--- src/rtl/top_fdct_pkg.sv ---
// Shared types and defaults for the FDCT coefficient accumulate/round/saturate stage.
package top_fdct_pkg;

    localparam int unsigned PROD_W_DEF = 29;
    localparam int unsigned NTERM_DEF  = 8;
    localparam int unsigned SHIFT_DEF  = 13;
    localparam int unsigned OUT_W_DEF  = 16;

    localparam int OUT_MAX_DEF = (2 ** (OUT_W_DEF - 1)) - 1;
    localparam int OUT_MIN_DEF = -(2 ** (OUT_W_DEF - 1));

    typedef enum logic [0:0] {
        StAcc,
        StHold
    } state_e;

endpackage

--- src/rtl/top_fdct_rnd_sat.sv ---
// Round-half-up, arithmetic shift and saturate an accumulated sum to a signed output word.
module top_fdct_rnd_sat #(
    parameter int unsigned ACC_W = 32,
    parameter int unsigned SHIFT = 13,
    parameter int unsigned OUT_W = 16
) (
    input  logic [ACC_W-1:0] sum_i,
    output logic [OUT_W-1:0] data_o,
    output logic             sat_o
);

    localparam logic signed [ACC_W:0] RndBias = (ACC_W + 1)'(2 ** (SHIFT - 1));
    localparam logic signed [ACC_W:0] SatMax  = (ACC_W + 1)'((2 ** (OUT_W - 1)) - 1);
    localparam logic signed [ACC_W:0] SatMin  = (ACC_W + 1)'(-(2 ** (OUT_W - 1)));

    logic signed [ACC_W:0] sum_ext;
    logic signed [ACC_W:0] rnd;
    logic signed [ACC_W:0] shr;

    always_comb begin
        // One guard bit keeps the rounding add from wrapping near the positive limit.
        sum_ext = {sum_i[ACC_W-1], sum_i};
        rnd     = sum_ext + RndBias;
        shr     = rnd >>> SHIFT;
        if (shr > SatMax) begin
            data_o = SatMax[OUT_W-1:0];
            sat_o  = 1'b1;
        end else if (shr < SatMin) begin
            data_o = SatMin[OUT_W-1:0];
            sat_o  = 1'b1;
        end else begin
            data_o = shr[OUT_W-1:0];
            sat_o  = 1'b0;
        end
    end

endmodule

--- src/rtl/top_fdct_acc_rnd_sat.sv ---
// Sums NTERM signed products into one DCT coefficient and presents it rounded and saturated.
module top_fdct_acc_rnd_sat
    import top_fdct_pkg::*;
#(
    parameter int unsigned PROD_W = PROD_W_DEF,
    parameter int unsigned NTERM  = NTERM_DEF,
    parameter int unsigned SHIFT  = SHIFT_DEF,
    parameter int unsigned OUT_W  = OUT_W_DEF,
    parameter int unsigned ACC_W  = PROD_W + $clog2(NTERM)
) (
    input  logic                      ap_clk,
    input  logic                      ap_rst,
    input  logic [PROD_W-1:0]         in_data,
    input  logic                      in_valid,
    output logic                      in_ready,
    output logic [OUT_W-1:0]          out_data,
    output logic                      out_valid,
    input  logic                      out_ready,
    output logic                      out_sat,
    output logic [$clog2(NTERM)-1:0]  term_idx
);

    localparam int unsigned IDX_W = $clog2(NTERM);
    localparam logic [IDX_W-1:0] LastIdx = IDX_W'(NTERM - 1);

    state_e            state_q, state_d;
    logic [ACC_W-1:0]  acc_q, acc_d;
    logic [IDX_W-1:0]  term_q, term_d;
    logic [OUT_W-1:0]  out_data_q, out_data_d;
    logic              out_sat_q, out_sat_d;
    logic              out_valid_q, out_valid_d;

    logic [ACC_W-1:0]  in_ext;
    logic [ACC_W-1:0]  sum;
    logic [OUT_W-1:0]  rs_data;
    logic              rs_sat;

    assign in_ext = {{(ACC_W - PROD_W){in_data[PROD_W-1]}}, in_data};
    assign sum    = acc_q + in_ext;

    top_fdct_rnd_sat #(
        .ACC_W (ACC_W),
        .SHIFT (SHIFT),
        .OUT_W (OUT_W)
    ) u_rnd_sat (
        .sum_i  (sum),
        .data_o (rs_data),
        .sat_o  (rs_sat)
    );

    always_comb begin
        state_d     = state_q;
        acc_d       = acc_q;
        term_d      = term_q;
        out_data_d  = out_data_q;
        out_sat_d   = out_sat_q;
        out_valid_d = out_valid_q;
        case (state_q)
            StAcc: begin
                if (in_valid) begin
                    if (term_q == LastIdx) begin
                        acc_d       = '0;
                        term_d      = '0;
                        out_data_d  = rs_data;
                        out_sat_d   = rs_sat;
                        out_valid_d = 1'b1;
                        state_d     = StHold;
                    end else begin
                        acc_d  = sum;
                        term_d = term_q + IDX_W'(1);
                    end
                end
            end
            StHold: begin
                if (out_ready) begin
                    out_valid_d = 1'b0;
                    state_d     = StAcc;
                end
            end
            default: state_d = StAcc;
        endcase
    end

    always_ff @(posedge ap_clk) begin
        if (ap_rst) begin
            state_q     <= StAcc;
            acc_q       <= '0;
            term_q      <= '0;
            out_data_q  <= '0;
            out_sat_q   <= 1'b0;
            out_valid_q <= 1'b0;
        end else begin
            state_q     <= state_d;
            acc_q       <= acc_d;
            term_q      <= term_d;
            out_data_q  <= out_data_d;
            out_sat_q   <= out_sat_d;
            out_valid_q <= out_valid_d;
        end
    end

    // in_ready is a pure function of state, so out_ready never reaches it combinationally.
    assign in_ready  = (state_q == StAcc);
    assign out_data  = out_data_q;
    assign out_sat   = out_sat_q;
    assign out_valid = out_valid_q;
    assign term_idx  = term_q;

endmodule

--- config.mk ---
export PLATFORM = sky130hd
export DESIGN_NAME = top_fdct_acc_rnd_sat
export DESIGN_NICKNAME = d
export VERILOG_FILES = /design/src/rtl/top_fdct_pkg.sv /design/src/rtl/top_fdct_rnd_sat.sv /design/src/rtl/top_fdct_acc_rnd_sat.sv
export SDC_FILE = /design/constraint.sdc
export NUM_CORES = 1
export LEC_CHECK = 0
export ABC_AREA = 1
export BUFFER_PORTS_ARGS = -buffer_cell sky130_fd_sc_hd__clkbuf_2
export CELL_PAD_IN_SITES_DETAIL_PLACEMENT = 1
export CELL_PAD_IN_SITES_GLOBAL_PLACEMENT = 2
export CORE_MARGIN = 5
export CORE_UTILIZATION = 34
export CTS_CLUSTER_SIZE = 24
export DETAILED_ROUTE_END_ITERATION = 12
export GPL_TIMING_DRIVEN = 0
export PLACE_DENSITY = 0.84
export SETUP_SLACK_MARGIN = 0.2
export SLEW_MARGIN = 20
export SYNTH_ARGS = -nofsm -noshare
export SYNTH_HDL_FRONTEND = slang
export SYNTH_SLANG_ARGS = --single-unit
--- constraint.sdc ---
create_clock -name ap_clk -period 8.65 [get_ports ap_clk]
set_input_delay 0.4325 -clock ap_clk [delete_from_list [all_inputs] [get_ports ap_clk]]
set_output_delay 0.4325 -clock ap_clk [all_outputs]
set_load 0.02 [all_outputs]
==> results of run 1 <==
## worst max-delay path by stage
| stage | start | end | slack, ns | depth (start not counted) |
|---|---|---|---|---|
| 6_report | acc_q[0]$_SDFFE_PP0P_ | out_data[4]$_SDFFE_PP0P_ | 4.86 | 22 |
| 5_1_grt | acc_q[0]$_SDFFE_PP0P_ | out_data[6]$_SDFFE_PP0P_ | 4.59 | 22 |
| 3_5_place_dp | in_data[0] | out_data[4]$_SDFFE_PP0P_ | 4.67 | 23 |
| 3_3_place_gp | in_data[0] | out_data[4]$_SDFFE_PP0P_ | 4.75 | 23 |
| 4_1_cts | acc_q[0]$_SDFFE_PP0P_ | out_data[4]$_SDFFE_PP0P_ | 4.87 | 22 |
| 2_1_floorplan | in_data[0] | out_data[10]$_SDFFE_PP0P_ | 5.49 | 22 |
## sequential cells by signal, summed over array words and instances (netlist names)
name       cells
out_data      16
term_idx       3
out_valid      1
acc_q         32
state_q        1
out_sat        1
## logic make-up after synthesis
logic type / count (synthesis) / synth area share (%)
flops: 54 / 20.5
fa+ha+maj: 35 / 8.47
xor+xnor: 16 / 2.66
buf+inv: 162 / 11.9
simple gates: 547 / 46.2
compound gates: 97 / 10.2
## layer usage
| layer | part of all wire [%] | vias to the layer above | GRT usage, % |
|---|---|---|---|
| met5 | 0 | - | 0 |
| met4 | 0.96 | 0 | 4.30 |
| met3 | 2.3 | 8 | 2.25 |
| met2 | 48 | 51 | 35.4 |
| met1 | 49 | 2486 | 26.1 |
| li1 | - | 2920 | - |
## layout make-up
| cell class | count | area (µm²) | share of cell area [%] |
|---|---|---|---|
| multi-input combinational | 695 | 3550 | 60.1 |
| clock inverter | 3 | 28.8 | 0.486 |
| tap | 188 | 235 | 3.98 |
| sequential | 54 | 1080 | 18.3 |
| timing repair buffer | 53 | 265 | 4.48 |
| inverter | 146 | 548 | 9.26 |
| clock buffer | 5 | 125 | 2.12 |
| buffer | 16 | 78.8 | 1.33 |
## report_power, final
group	switching (mW)	internal, mW	total (mW)
Clock	0.116	0.111	0.228
Combinational	0.308	0.151	0.459
Sequential	0.0121	0.267	0.279
Total	0.437	0.529	0.966
## worst max-delay path: cells and delay by family (launching register included)
family,cells,cell delay (ns)
buf+inv,2,0.22
simple gates,17,2.14
fa+ha+maj,3,0.98
flops,1,0.32
## per-stage QoR
stage          total power, mW  setup WS [ns]  hold slack, ns  area, µm²  utilization [%]
2_1_floorplan            0.624           5.49           0.443       5260                -
3_3_place_gp             0.741           4.75           0.456       5760             37.9
3_5_place_dp             0.749           4.67           0.458       5760             37.9
4_1_cts                  0.980           4.87           0.366       5920             38.9
5_1_grt                   1.04           4.59           0.402       5920             38.9
6_report                 0.966           4.86           0.374       5920             38.9
## Yosys cell counts (13+ instances only)
cell type	number	area, µm²
inv_1	141	529
nand3_1	50	250
clkbuf_1	13	48.8
dfxtp_1	54	1080
nand2_1	329	1230
xor2_1	14	123
nand2_2	27	169
a21oi_1	61	305
ha_1	34	425
nor2_1	80	300
nor2_2	14	87.6
o21ai_0	21	105
==> out/qor.csv, run 1 <==
metric;value;unit
status;completed;
Setup TNS;0;ns
Post-synth EDFFs;0;
CTS Hold Bufs;0;
Worst Hold End;state_q$_SDFF_PP0_;
number of global-route vias before repair;5570;
die width;134;µm
Crit Reg-Reg Startpoint;acc_q[0]$_SDFFE_PP0P_;
reg2reg path depth;22;
relative slew slack;57.1;%
# fillers;2139;
distinct cell type count after synthesis;36;
CP Data Required Time;8.86;ns
CP Capture Type;register;
Cell Area, Synth;5260;µm²
I/O Pins;55;
die height;134;µm
Worst-path clk slew;0.08;ns
layout cell share with drive strength beyond 1;14.9;%
Crit path arrival time;4.00;ns
Fin. Hold Viols;0;
global-route wire length before repair;28400;µm
syn avg cell area;5.78;µm²
CTS tree;yes;
CP max stage delay;0.47;ns
sequence of cells on the critical path;ha_1 -> fa_1 -> nand3_1 -> nand3_1 -> nand3_1 -> nand3_2 -> nand2_1 -> inv_1 -> nor2_4 -> ha_1 -> nand2_2 -> nor2_4 -> nand3_2 -> nor2_4 -> nand4_1 -> nand2_1 -> nand4_1 -> nand2_1 -> nand2_2 -> buf_6 -> nor2_1 -> nor2_1;
Slew @ Worst Pin;0.643;ns
Gate Count Post-Synth;911;
CP max FO;10;
Crit Reg-Reg Endpoint;out_data[4]$_SDFFE_PP0P_;
#FFs+latches synth;54;
Static Leak;3.20;nW
postcts setup bufs;0;
Max Fclk;0.264;GHz
crit path time final;3.79;ns
Placed Cells;1152;
CTS root buf;clkbuf_16;
# clock sinks;54;
Peak VDD IR;0.0860;mV
Via density;4.71;
part of the cycle the worst path needs;43.8;%
FFs w/ async S/R, synth;0;%
initial antenna violation count;0;
PD cells;163;nW/µm²
Mapped Nets;979;
final setup violation count;0;
most frequent cells in the layout;329 x nand2_1, 141 x inv_1, 80 x nor2_1;
RSZ-0062 raised after global routing;no;
Primary FF master, synth;dfxtp_1;
total track usage;20.0;%
Final Wtd Congestion;0.863;
hpwl dp;15100;µm
Yosys Warn Count;0;
Hold WC Path Type;primary input to register;
Row Count;45;
die area;18100;µm²
later-pin clock latency in the skew report;0.32;ns
DR vias;5465;
most common cell after layout, fill and taps aside;nand2_1;
htree depth;2;
grt ovf;0;
startpoint types;register;
Finished Layout Cells;1160;
critical setup path kind;register to register;
ant diodes;0;
Hold Crit Depth;4;
max cap viols;0;
DRC viols;0;
critical path's slowest cell;fa_1;
nets@finish;1039;
core box area;15200;µm²
Starting Density;34.6;%
max-slew violations;0;
sequential element share of the synthesized area;20.5;%
register-to-register setup slack;4.86;ns
largest net degree at the start of global routing;20;
WL/cell;15.2;µm
Port Buffer Count;53;
hold path startpoint;out_ready;
post-route ant nets;0;
final wirelength;17600;µm
Clock Tree Buf Depth;2;
Syn-to-layout area delta;12.4;%
drt first-iter violations;176;
Post-CTS Resized;0;
drt first pass iters;4;
CTS Buf Count;5;
Worst Clk Skew;0.0107;ns
No activity file was read; power rests on OpenSTA's default activity.
==> run 2: changes to the inputs <==
- CORE_UTILIZATION: 34 -> 31
- PLACE_DENSITY: 0.84 -> 0.77
- clock period: 8.65 -> 3.85 ns (I/O delays scaled with it)
==> out/qor.csv, run 2 (synthesized netlist as in run 1, its figures left out) <==
metric;value;unit
NetSw;995;µW
register-to-register setup slack;0.42;ns
largest net degree at the start of global routing;20;
CP max FO;10;
die area;19700;µm²
end of the critical path;out_data[4]$_SDFFE_PP0P_;
Finished Layout Cells;1196;
final setup violation count;0;
Hold WC Path Type;primary input to register;
initial antenna violation count;0;
Crit Reg-Reg Startpoint;acc_q[0]$_SDFFE_PP0P_;
drt first-iter violations;193;
htree depth;2;
hpwl dp;15400;µm
grt ovf;0;
CTS Hold Bufs;0;
Clock Tree Buf Depth;2;
Fin. Hold Viols;0;
Slew @ Worst Pin;0.678;ns
relative slew slack;54.8;%
die width;140;µm
Largest register FFs;32;
Setup TNS;0;ns
# clock sinks;54;
crit path time final;3.43;ns
CTS tree;yes;
Placed Cells;1184;
I/O Pins;55;
Reg with most FFs;acc_q;
PD cells;363;nW/µm²
later-pin clock latency in the skew report;0.32;ns
layout cell share with drive strength beyond 1;16.3;%
post-route ant nets;0;
CTS root buf;clkbuf_16;
Final Util;36.3;%
Setup crit start;acc_q[0]$_SDFFE_PP0P_;
Syn-to-layout area delta;14.9;%
total track usage;18.6;%
max-slew violations;0;
most common cell after layout, fill and taps aside;nand2_1;
Combinational Power Share;48.2;%
die height;140;µm
Hold Crit Depth;4;
Max Fclk;0.291;GHz
global-route wire length before repair;29200;µm
DRC viols;0;
hold path startpoint;out_ready;
Row Count;47;
nets@finish;1043;
startpoint types;register;
switch share;45.3;%
overall power;2.20;mW
most frequent cells in the layout;329 x nand2_1, 141 x inv_1, 78 x nor2_1;
ant diodes;0;
WL/cell;15.0;µm
final wirelength;18000;µm
Worst-path clk slew;0.08;ns
Worst Clk Skew;0.0146;ns
Peak VDD IR;0.185;mV
Pint;1.20;mW
part of the power in registers;28.6;%
number of global-route vias before repair;5518;
Starting Density;31.6;%
clock group share of total power;23.2;%
core box area;16600;µm²
critical setup path kind;register to register;
RSZ-0062 raised after global routing;no;
Crit Reg-Reg Endpoint;out_data[4]$_SDFFE_PP0P_;
Final Wtd Congestion;0.818;
part of the cycle the worst path needs;89.2;%
drt first pass iters;4;
max cap viols;0;
Port Buffer Count;53;
CP Capture Type;register;
Via density;4.55;
reg2reg path depth;22;
CP Data Required Time;4.05;ns
CTS Buf Count;5;
Static Leak;3.23;nW
Crit path arrival time;3.64;ns
DR vias;5443;
status;completed;
-- run 2: area by class of cell --
type                       instances  area, µm²
buffer                            16       78.8
clock buffer                       5        125
tap                              220        275
clock inverter                     3       28.8
fill                            2303      10600
inverter                         146        548
sequential                        54       1080
multi-input combinational        695       3610
timing repair buffer              57        295
-- run 2: repair_timing --
action / in CTS / in global routing
hold endpoints to repair: 0 / 0
endpoints found under the setup margin: 11 / 16
gates cloned: 0 / 0
gates resized for setup: 2 / 12
buffers inserted: 0 / 4
pin swaps: 0 / 5
-- run 2: how the worst min path moves through the flow --
| stage | endpoint |
|---|---|
| detailed placement | state_q$_SDFF_PP0_ |
| global route | state_q$_SDFF_PP0_ |
| CTS | state_q$_SDFF_PP0_ |
| global placement | state_q$_SDFF_PP0_ |
| finish | state_q$_SDFF_PP0_ |
| floorplan | term_idx[2]$_SDFFE_PP0P_ |
-- run 2: metrics by stage --
step                      setup slack, ns  hold slack, ns  area (µm²)
final                               0.416           0.146        6040
after global routing                0.165           0.180        6040
after CTS                           0.227           0.137        5960
after detailed placement            0.156           0.458        5800
after global placement              0.152           0.457        5800
after floorplan                     0.844           0.352        5260
-- run 2: power groups by stage --
stage                     Sequential [mW]  Clock, mW  Combinational, mW
after floorplan                     0.634          0              0.769
after global placement              0.642          0               1.04
after detailed placement            0.643          0               1.04
after CTS                           0.630      0.530               1.05
after global routing                0.633      0.547               1.21
final                               0.629      0.509               1.06
-- run 2: per-layer routing --
metal | track usage (%) | part of all wire (%)
met5 | 0 | 0
met4 | 3.31 | 0.94
met3 | 2.22 | 1.8
met2 | 32.5 | 48
met1 | 25.0 | 49
-- run 2: critical path: stages, from the launching register on --
cell,delay (ns)
dfxtp_1,0.32
ha_2,0.20
fa_2,0.41
nand3_1,0.12
nand3_2,0.11
nand3_2,0.10
nand3_4,0.10
nand2_1,0.07
inv_1,0.06
nor2_4,0.15
ha_4,0.17
nand2_2,0.07
nor2_4,0.13
nand3_2,0.10
nor2_4,0.17
nand4_1,0.13
nand2_1,0.12
nand4_1,0.17
nand2_1,0.20
nand2_4,0.09
buf_6,0.15
nor2_1,0.11
nor2_1,0.05
==> run 3: changes to the inputs <==
- ABC_CLOCK_PERIOD_IN_PS: not set -> 3850
- CORE_UTILIZATION: 31 -> 32
- CTS_BUF_LIST: not set -> sky130_fd_sc_hd__clkbuf_4
- PLACE_DENSITY: 0.77 -> 0.8
- SKIP_CTS_REPAIR_TIMING: not set -> 1
==> out/qor.csv, run 3 (synthesized netlist as in run 1, its figures left out) <==
metric;value;unit
post-route ant nets;0;
Combinational Power Share;53.5;%
Slew @ Worst Pin;0.697;ns
Placed Cells;1180;
Max Fclk;0.291;GHz
Worst Hold End;state_q$_SDFF_PP0_;
die height;138;µm
CP Data Required Time;4.18;ns
DR vias;5519;
Peak VDD IR;0.125;mV
CTS root buf;clkbuf_4;
WL/cell;15.1;µm
placed cell areas;5800;µm²
max-slew violations;0;
Finished Layout Cells;1198;
drt first pass iters;4;
relative slew slack;53.5;%
Syn-to-layout area delta;14.1;%
hold path startpoint;out_ready;
part of the power in registers;31.6;%
die width;138;µm
switch share;48.2;%
final setup violation count;0;
crit path time final;3.44;ns
part of the cycle the worst path needs;89.3;%
register-to-register setup slack;0.41;ns
# clock sinks;54;
Crit Reg-Reg Endpoint;out_data[8]$_SDFFE_PP0P_;
Clock Tree Buf Depth;2;
later-pin clock latency in the skew report;0.43;ns
Reg with most FFs;acc_q;
Final Wtd Congestion;0.840;
Crit path arrival time;3.76;ns
I/O Pins;55;
hpwl dp;15400;µm
max cap viols;0;
status;completed;
CP max FO;10;
reg2reg path depth;22;
Starting Density;32.9;%
drt first-iter violations;202;
Worst-path clk slew;0.18;ns
number of global-route vias before repair;5495;
most frequent cells in the layout;325 x nand2_1, 141 x inv_1, 73 x nor2_1;
htree depth;2;
layout cell share with drive strength beyond 1;17.3;%
total track usage;18.7;%
Via density;4.61;
Largest register FFs;32;
Pint;1.03;mW
startpoint types;register;
NetSw;962;µW
Static Leak;3.21;nW
Worst Clk Skew;0.0216;ns
most common cell after layout, fill and taps aside;nand2_1;
final wirelength;18000;µm
RSZ-0062 raised after global routing;no;
largest net degree at the start of global routing;18;
die area;19100;µm²
design area;6000;µm²
global-route wire length before repair;29000;µm
grt ovf;0;
initial antenna violation count;1;
CTS tree;yes;
Fin. Hold Viols;0;
clock group share of total power;14.9;%
PD cells;332;nW/µm²
CP Capture Type;register;
core box area;16000;µm²
nets@finish;1047;
Port Buffer Count;53;
Hold Crit Depth;4;
Hold WC Path Type;primary input to register;
Crit Reg-Reg Startpoint;acc_q[0]$_SDFFE_PP0P_;
Row Count;46;
critical setup path kind;register to register;
CTS Buf Count;5;
overall power;2.00;mW
DRC viols;0;
[run 3: through the flow]
stage / worst slack (ns) / hold slack (ns) / util (%) / TNS, ns
after CTS: -0.00153 / -0.0119 / 36.6 / -0.00153
after global routing: 0.164 / 0.00611 / 37.5 / 0
after global placement: 0.0860 / 0.454 / 36.2 / 0
final: 0.413 / 0.0233 / 37.5 / 0
after detailed placement: 0.0477 / 0.462 / 36.2 / 0
after floorplan: 0.844 / 0.352 / - / 0
[run 3: worst max-delay path by stage]
stage | end | start
6_report | out_data[8]$_SDFFE_PP0P_ | acc_q[0]$_SDFFE_PP0P_
5_1_grt | out_data[8]$_SDFFE_PP0P_ | acc_q[0]$_SDFFE_PP0P_
4_1_cts | out_data[7]$_SDFFE_PP0P_ | acc_q[0]$_SDFFE_PP0P_
3_5_place_dp | out_data[7]$_SDFFE_PP0P_ | in_data[0]
3_3_place_gp | out_data[11]$_SDFFE_PP0P_ | acc_q[0]$_SDFFE_PP0P_
2_1_floorplan | out_data[10]$_SDFFE_PP0P_ | acc_q[0]$_SDFFE_PP0P_
[run 3: power groups by stage]
stage | clock, mW | combinational [mW] | sequential [mW]
floorplan | 0 | 0.769 | 0.634
CTS | 0.320 | 1.04 | 0.631
detailed placement | 0 | 1.04 | 0.643
global placement | 0 | 1.03 | 0.642
finish | 0.297 | 1.07 | 0.630
global route | 0.337 | 1.21 | 0.634
[run 3: area by class of cell]
type / instances / area [µm²]
antenna: 2 / 5.00
buffer: 16 / 78.8
clock buffer: 5 / 37.5
clock inverter: 3 / 20.0
fill: 2292 / 10000
inverter: 146 / 548
multi-input combinational: 695 / 3630
sequential: 54 / 1080
tap: 216 / 270
timing repair buffer: 61 / 325
[run 3: critical path, cell delays in order, from the launching register on]
cell and delay (ns):
dfxtp_2 0.36, ha_2 0.20, fa_2 0.41, nand3_1 0.11
nand3_2 0.12, nand3_2 0.11, nand3_4 0.11, nand2_1 0.08
inv_1 0.06, nor2_4 0.15, ha_4 0.17, nand2_2 0.06
nor2_4 0.13, nand3_2 0.10, nor2_4 0.17, nand4_1 0.18
nand2_2 0.12, nand4_1 0.16, nand2_2 0.15, nand2_4 0.08
buf_6 0.16, nor2_1 0.12, nor2_1 0.04
[run 3: layer usage]
metal	global-route usage, %	wire (µm)	vias up
li1	-	-	2953
met1	24.4	8690	2505
met2	33.1	8710	51
met3	2.48	400	10
met4	3.59	239	0
met5	0	0	-
